$ cat src/rtl/step_motor_pkg.sv
// Shared types and constants for the stepper-motor phase sequencer.
package step_motor_pkg;

  typedef enum logic {IDLE, RUN} state_t;

  // Coil pattern {A,B,C,D} per phase index; odd entries drive two coils.
  localparam logic [3:0] PHASE_TABLE [8] = '{
    4'b1000, 4'b1100, 4'b0100, 4'b0110,
    4'b0010, 4'b0011, 4'b0001, 4'b1001
  };

  localparam logic [2:0] FULL_STRIDE = 3'd2;

  function automatic logic [3:0] phase_of(input logic [2:0] idx);
    return PHASE_TABLE[idx];
  endfunction

endpackage

$ cat src/rtl/step_tick_sync.sv
// Brings the slow step_clk into fpga_clk as data and emits a registered
// one-cycle tick per rising edge.
module step_tick_sync (
  input  logic fpga_clk,
  input  logic rst,
  input  logic step_clk,
  output logic tick
);

  logic s1_q, s2_q, s3_q, tick_q;

  always_ff @(posedge fpga_clk) begin
    if (rst) begin
      s1_q   <= 1'b0;
      s2_q   <= 1'b0;
      s3_q   <= 1'b0;
      tick_q <= 1'b0;
    end else begin
      s1_q   <= step_clk;
      s2_q   <= s1_q;
      s3_q   <= s2_q;
      tick_q <= s2_q & ~s3_q;
    end
  end

  assign tick = tick_q;

endmodule

$ cat src/rtl/step_motor_seq.sv
// Stepper-motor phase sequencer: accepts move commands, walks the phase
// table on each step tick, tracks position and drops coils after idle hold.
//
// state | meaning
// IDLE  | waiting for a command; idle ticks advance the hold timeout
// RUN   | stepping one phase per tick until remaining hits zero or abort
module step_motor_seq
  import step_motor_pkg::*;
#(
  parameter int STEP_W     = 16,
  parameter int POS_W      = 24,
  parameter int HOLD_TICKS = 200
) (
  input  logic              fpga_clk,
  input  logic              rst,
  input  logic              step_clk,
  input  logic              cmd_valid,
  output logic              cmd_ready,
  input  logic              cmd_dir,
  input  logic              cmd_half,
  input  logic [STEP_W-1:0] cmd_steps,
  input  logic              abort,
  output logic [3:0]        coil,
  output logic              busy,
  output logic              done,
  output logic [POS_W-1:0]  pos
);

  localparam int HOLD_W = (HOLD_TICKS > 1) ? $clog2(HOLD_TICKS + 1) : 1;
  localparam logic [HOLD_W-1:0] HOLD_MAX = HOLD_W'(HOLD_TICKS);
  localparam logic [HOLD_W-1:0] HOLD_ONE = HOLD_W'(1);
  localparam logic [STEP_W-1:0] STEP_ONE = STEP_W'(1);

  state_t              state_q;
  logic [2:0]          idx_q, idx_d, stride_d;
  logic [POS_W-1:0]    pos_q, pos_d, pos_delta;
  logic [3:0]          coil_q;
  logic                busy_q, done_q, dir_q, half_q;
  logic [STEP_W-1:0]   rem_q;
  logic [HOLD_W-1:0]   hold_q;
  logic                tick, accept;

  step_tick_sync u_sync (
    .fpga_clk (fpga_clk),
    .rst      (rst),
    .step_clk (step_clk),
    .tick     (tick)
  );

  assign cmd_ready = ~rst & (state_q == IDLE);
  assign accept    = cmd_valid & cmd_ready;

  always_comb begin
    stride_d  = half_q ? 3'd1 : FULL_STRIDE;
    pos_delta = {{(POS_W-3){1'b0}}, stride_d};
    idx_d     = dir_q ? idx_q + stride_d : idx_q - stride_d;
    pos_d     = dir_q ? pos_q + pos_delta : pos_q - pos_delta;
  end

  always_ff @(posedge fpga_clk) begin
    if (rst) begin
      state_q <= IDLE;
      idx_q   <= '0;
      pos_q   <= '0;
      coil_q  <= '0;
      busy_q  <= 1'b0;
      done_q  <= 1'b0;
      dir_q   <= 1'b0;
      half_q  <= 1'b0;
      rem_q   <= '0;
      hold_q  <= '0;
    end else begin
      done_q <= 1'b0;
      case (state_q)
        IDLE: begin
          if (accept) begin
            dir_q  <= cmd_dir;
            half_q <= cmd_half;
            rem_q  <= cmd_steps;
            coil_q <= phase_of(idx_q);
            hold_q <= '0;
            if (cmd_steps != '0) begin
              state_q <= RUN;
              busy_q  <= 1'b1;
            end else begin
              done_q <= 1'b1;
            end
          end else if (tick && (HOLD_TICKS > 0) && (hold_q != HOLD_MAX)) begin
            hold_q <= hold_q + HOLD_ONE;
            if (hold_q == HOLD_MAX - HOLD_ONE) coil_q <= '0;
          end
        end
        RUN: begin
          // abort takes priority over a tick landing in the same cycle
          if (abort) begin
            state_q <= IDLE;
            busy_q  <= 1'b0;
            done_q  <= 1'b1;
          end else if (tick) begin
            idx_q  <= idx_d;
            pos_q  <= pos_d;
            coil_q <= phase_of(idx_d);
            rem_q  <= rem_q - STEP_ONE;
            if (rem_q == STEP_ONE) begin
              state_q <= IDLE;
              busy_q  <= 1'b0;
              done_q  <= 1'b1;
            end
          end
        end
        default: state_q <= IDLE;
      endcase
    end
  end

  assign coil = coil_q;
  assign busy = busy_q;
  assign done = done_q;
  assign pos  = pos_q;

endmodule
$ cat config.mk
export PLATFORM = sky130hd
export DESIGN_NAME = step_motor_seq
export DESIGN_NICKNAME = d
export VERILOG_FILES = /design/src/rtl/step_motor_pkg.sv /design/src/rtl/step_tick_sync.sv /design/src/rtl/step_motor_seq.sv
export SDC_FILE = /design/constraint.sdc
export NUM_CORES = 1
export LEC_CHECK = 0
export CAP_MARGIN = 20
export CELL_PAD_IN_SITES_DETAIL_PLACEMENT = 2
export CELL_PAD_IN_SITES_GLOBAL_PLACEMENT = 2
export CORE_UTILIZATION = 30
export DETAILED_ROUTE_END_ITERATION = 16
export PLACE_DENSITY = 0.77
export SLEW_MARGIN = 15
export SYNTH_ARGS = -nofsm -noshare
export SYNTH_HDL_FRONTEND = slang
export SYNTH_HIERARCHICAL = 1
export SYNTH_SLANG_ARGS = --single-unit
$ cat constraint.sdc
create_clock -name fpga_clk -period 3.7 [get_ports fpga_clk]
set_input_delay 0.555 -clock fpga_clk [delete_from_list [all_inputs] [get_ports fpga_clk]]
set_output_delay 0.555 -clock fpga_clk [all_outputs]
set_load 0.02 [all_outputs]
==> impl_metrics.csv <==
group,metric,value,unit
power_and_ir_drop,static-leakage-power,1.96,nW
synth,ys_warn_count,6,
route,drtAntennaViolNets,0,
route,drt_iter0_markers,150,
synth,yosysTopAreaCellShare,29.5,%
timing,finalClockSkew,0.00782,ns
grt,overflow,0,
floorplan,die_area,0.0150,mm2
cells_and_area,final_cell_mix,"nand2_1, dfxtp_1, clkdlybuf4s50_1",
timing,tns,0,ns
setup_path,path_max_fanout,24,
clocking,cts_max_level,3,
synth,ys_types,76,
setup_path,worstSetupPathType,"reg2reg",
cells_and_area,final_common_cell,"nand2_1",
timing,whs,0.415,ns
timing,slew_headroom,36.4,%
setup_path,worstPathArrival,3.33,ns
timing,finalCriticalPeriod,3.13,ns
route,dr.pass1.iters,4,
timing,period_share,84.6,%
grt,grt_pass1_wl,24.1,mm
min_path,hp-start,"u_sync/s3_q",
clocking,clk_path_buf_depth,2,
synth,yosys.area_share.xor_xnor,3.63,%
synth,synth_fa_ha_area_share,8.99,%
synth,ys_seq_area_share,29.5,%
min_path,whs_endpoint,"u_sync/tick",
placed_design,port_buffers,53,
synth,synth-edff-count,0,
grt,antenna_found_initial,0,
timing,worstMarginPinSlew,0.953,ns
setup_path,startpoint_type,"register",
setup_path,regToRegEndpoint,"pos[19]",
floorplan,start_util,31.0,%
setup_path,required,3.90,ns
grt,busiest_layer,"met2",
placed_design,hpwl,10.3,mm
clocking,clock-sinks,64,
setup_path,cp-end-kind,"register",
placed_design,placed_area,0.00502,mm2
power_and_ir_drop,p_per_area,371,mW/mm2
synth,netlist_area,0.00434,mm2
min_path,hp-class,"reg2reg",
cells_and_area,syn2layout_area_growth,22.7,%
clocking,cts_hold_buf,0,
cells_and_area,drive_above_1_share,8.86,%
floorplan,ios,54,
clocking,cts_buffers,9,
floorplan,coreArea,0.0140,mm2
synth,ys.flop_type,"dfxtp_1",
clocking,post_cts_buffers,0,
setup_path,rrSetupSlack,0.57,ns
grt,met3_usage,2.18,%
floorplan,die_h,122,um
route,wl,14.6,mm
clocking,clock-root-buffer,"clkbuf_16",
outcome,outcome,"complete, no violations",
timing,finalMaxSlewViolations,0,
synth,synth_seq_cells,64,
floorplan,die_x,122,um
synth,syn-instance-count,537,
synth,synth.area.mux_share,1.87,%
cells_and_area,final_design_area_no_fill,0.00533,mm2
synth,synthArstFlopShare,0,%
min_path,hold_depth,1,
synth,synth_top_family_by_area,"compound AO/OA/AOI/OAI gates",
clocking,cts_tree,"done",
grt,grt_util_all_layers,20.7,%
setup_path,reg2reg_depth,8,
grt,grt_max_degree,60,
grt,grt_pass1_vias,4569,
timing,final-setup-viol-count,0,
power_and_ir_drop,irDropWorstVdd,0.000172,V
synth,syn_nets,590,
route,via_per_inst,5.57,
clocking,ctsResizeCount,0,
cells_and_area,nets,635,
timing,rsz0062_at_grt,"no",
route,drc,0,
placed_design,gp_congestion,0.818,
synth,yosys.area_share.simple,24.9,%
setup_path,rr_startpoint,"dir_q",
clocking,clkSlewWorstSetupHoldPaths,0.06,ns
route,drt-wirelength-per-cell,19.0,um
cells_and_area,final_util,38.1,%
grt,grt_util_met1,26.8,%
route,num_vias,4269,
timing,hold_violations,0,
clocking,clk_latency,0.34,ns
timing,fmax,0.319,GHz
synth,synth_top_area_cell,"dfxtp_1",
synth,syn_avg_cell_area,8.09,um2
synth,synth_compound_area_share,27.2,%
grt,use_met2,35.1,%
floorplan,rows,43,
cells_and_area,diodes,0,
synth,yosys-top-cells-area,"dfxtp_1, ha_1, nand2_1, a21oi_1, nor2_1",
flow_run,maxCapViolCount,0,
[critical path: stages (launching register included)]
cell and delay (ns):
dfxtp_1 0.35, inv_1 0.71, ha_1 0.45, a21oi_1 0.15, a2111oi_2 0.41, o21ai_2 0.19, a211oi_1 0.35, mux2i_1 0.24
o311ai_0 0.14
[worst max-delay path by stage]
stage | endpoint | cells after the start | slack, ns | startpoint
floorplan | pos[21] | 9 | 1.15 | dir_q
global placement | pos[21] | 7 | 0.74 | dir_q
detailed placement | pos[19] | 8 | 0.63 | dir_q
CTS | pos[19] | 8 | 0.56 | dir_q
global route | pos[19] | 8 | 0.36 | dir_q
finish | pos[19] | 8 | 0.57 | dir_q
[cell families (layout without fill, tap and decap cells)]
| family | after synthesis | after routing |
|---|---|---|
| AOI/OAI and AO/OA | 168 | 168 |
| xor gates and xnor gates | 18 | 18 |
| adders and majority gates | 30 | 30 |
| buffers and inverters | 39 | 89 |
| DFF | 64 | 64 |
| muxes | 8 | 8 |
| and+or+nand+nor | 210 | 210 |
[routing by layer]
metal | up-vias | wire length, um
li1 | 2080 | -
met1 | 2132 | 6970
met5 | - | 0
met3 | 16 | 288
met4 | 0 | 257
met2 | 41 | 7080
[state kept, by name (all words and copies together) (netlist names)]
signal	flops
rem_q	16
busy	1
hold_q	8
coil	4
dir_q	1
u_sync/s3_q	1
state_q	1
u_sync/s2_q	1
idx_q	3
u_sync/s1_q	1
done	1
half_q	1
pos	24
u_sync/tick	1
[area by class of cell]
class | instances | area [um2]
flip-flops and latches | 64 | 1280
inverters | 14 | 52.6
clock inverters | 4 | 52.6
well taps | 180 | 225
fillers | 1609 | 8660
multi-input cells | 434 | 2890
repair buffers | 59 | 571
clock buffers | 12 | 256
[where the power goes]
group | switching (W) | total, W | internal [W] | leakage [nW]
clock | 0.000332 | 0.000891 | 0.000558 | 0.141
combinational | 0.000215 | 0.000354 | 0.000138 | 1.29
sequential | 0.0000252 | 0.000734 | 0.000709 | 0.519
[synthesized netlist by cell type (all sizes together) (5+ instances only)]
cell    instances
nor4           10
a211oi         17
mux2i           7
o21a            5
nand3b          6
nand3          14
buf             7
nand4           7
xnor2          12
inv            14
a22oi           6
dfxtp          64
nor2b           9
a21oi          51
xor2            6
nor2           48
clkbuf         18
nor3           19
o31ai           6
nor3b           5
o21ai          38
o22ai           7
or3             5
ha             28
and3            5
nand2          68
[metrics by stage]
step           setup WS, ns  std cells  power, W
2_1_floorplan          1.15        537  0.000986
3_3_place_gp          0.743        751   0.00108
3_5_place_dp          0.632        751   0.00110
4_1_cts               0.562        767   0.00199
5_1_grt               0.360        767   0.00206
6_report              0.568        767   0.00198
Note: power is estimated with default switching activity, not from simulation.
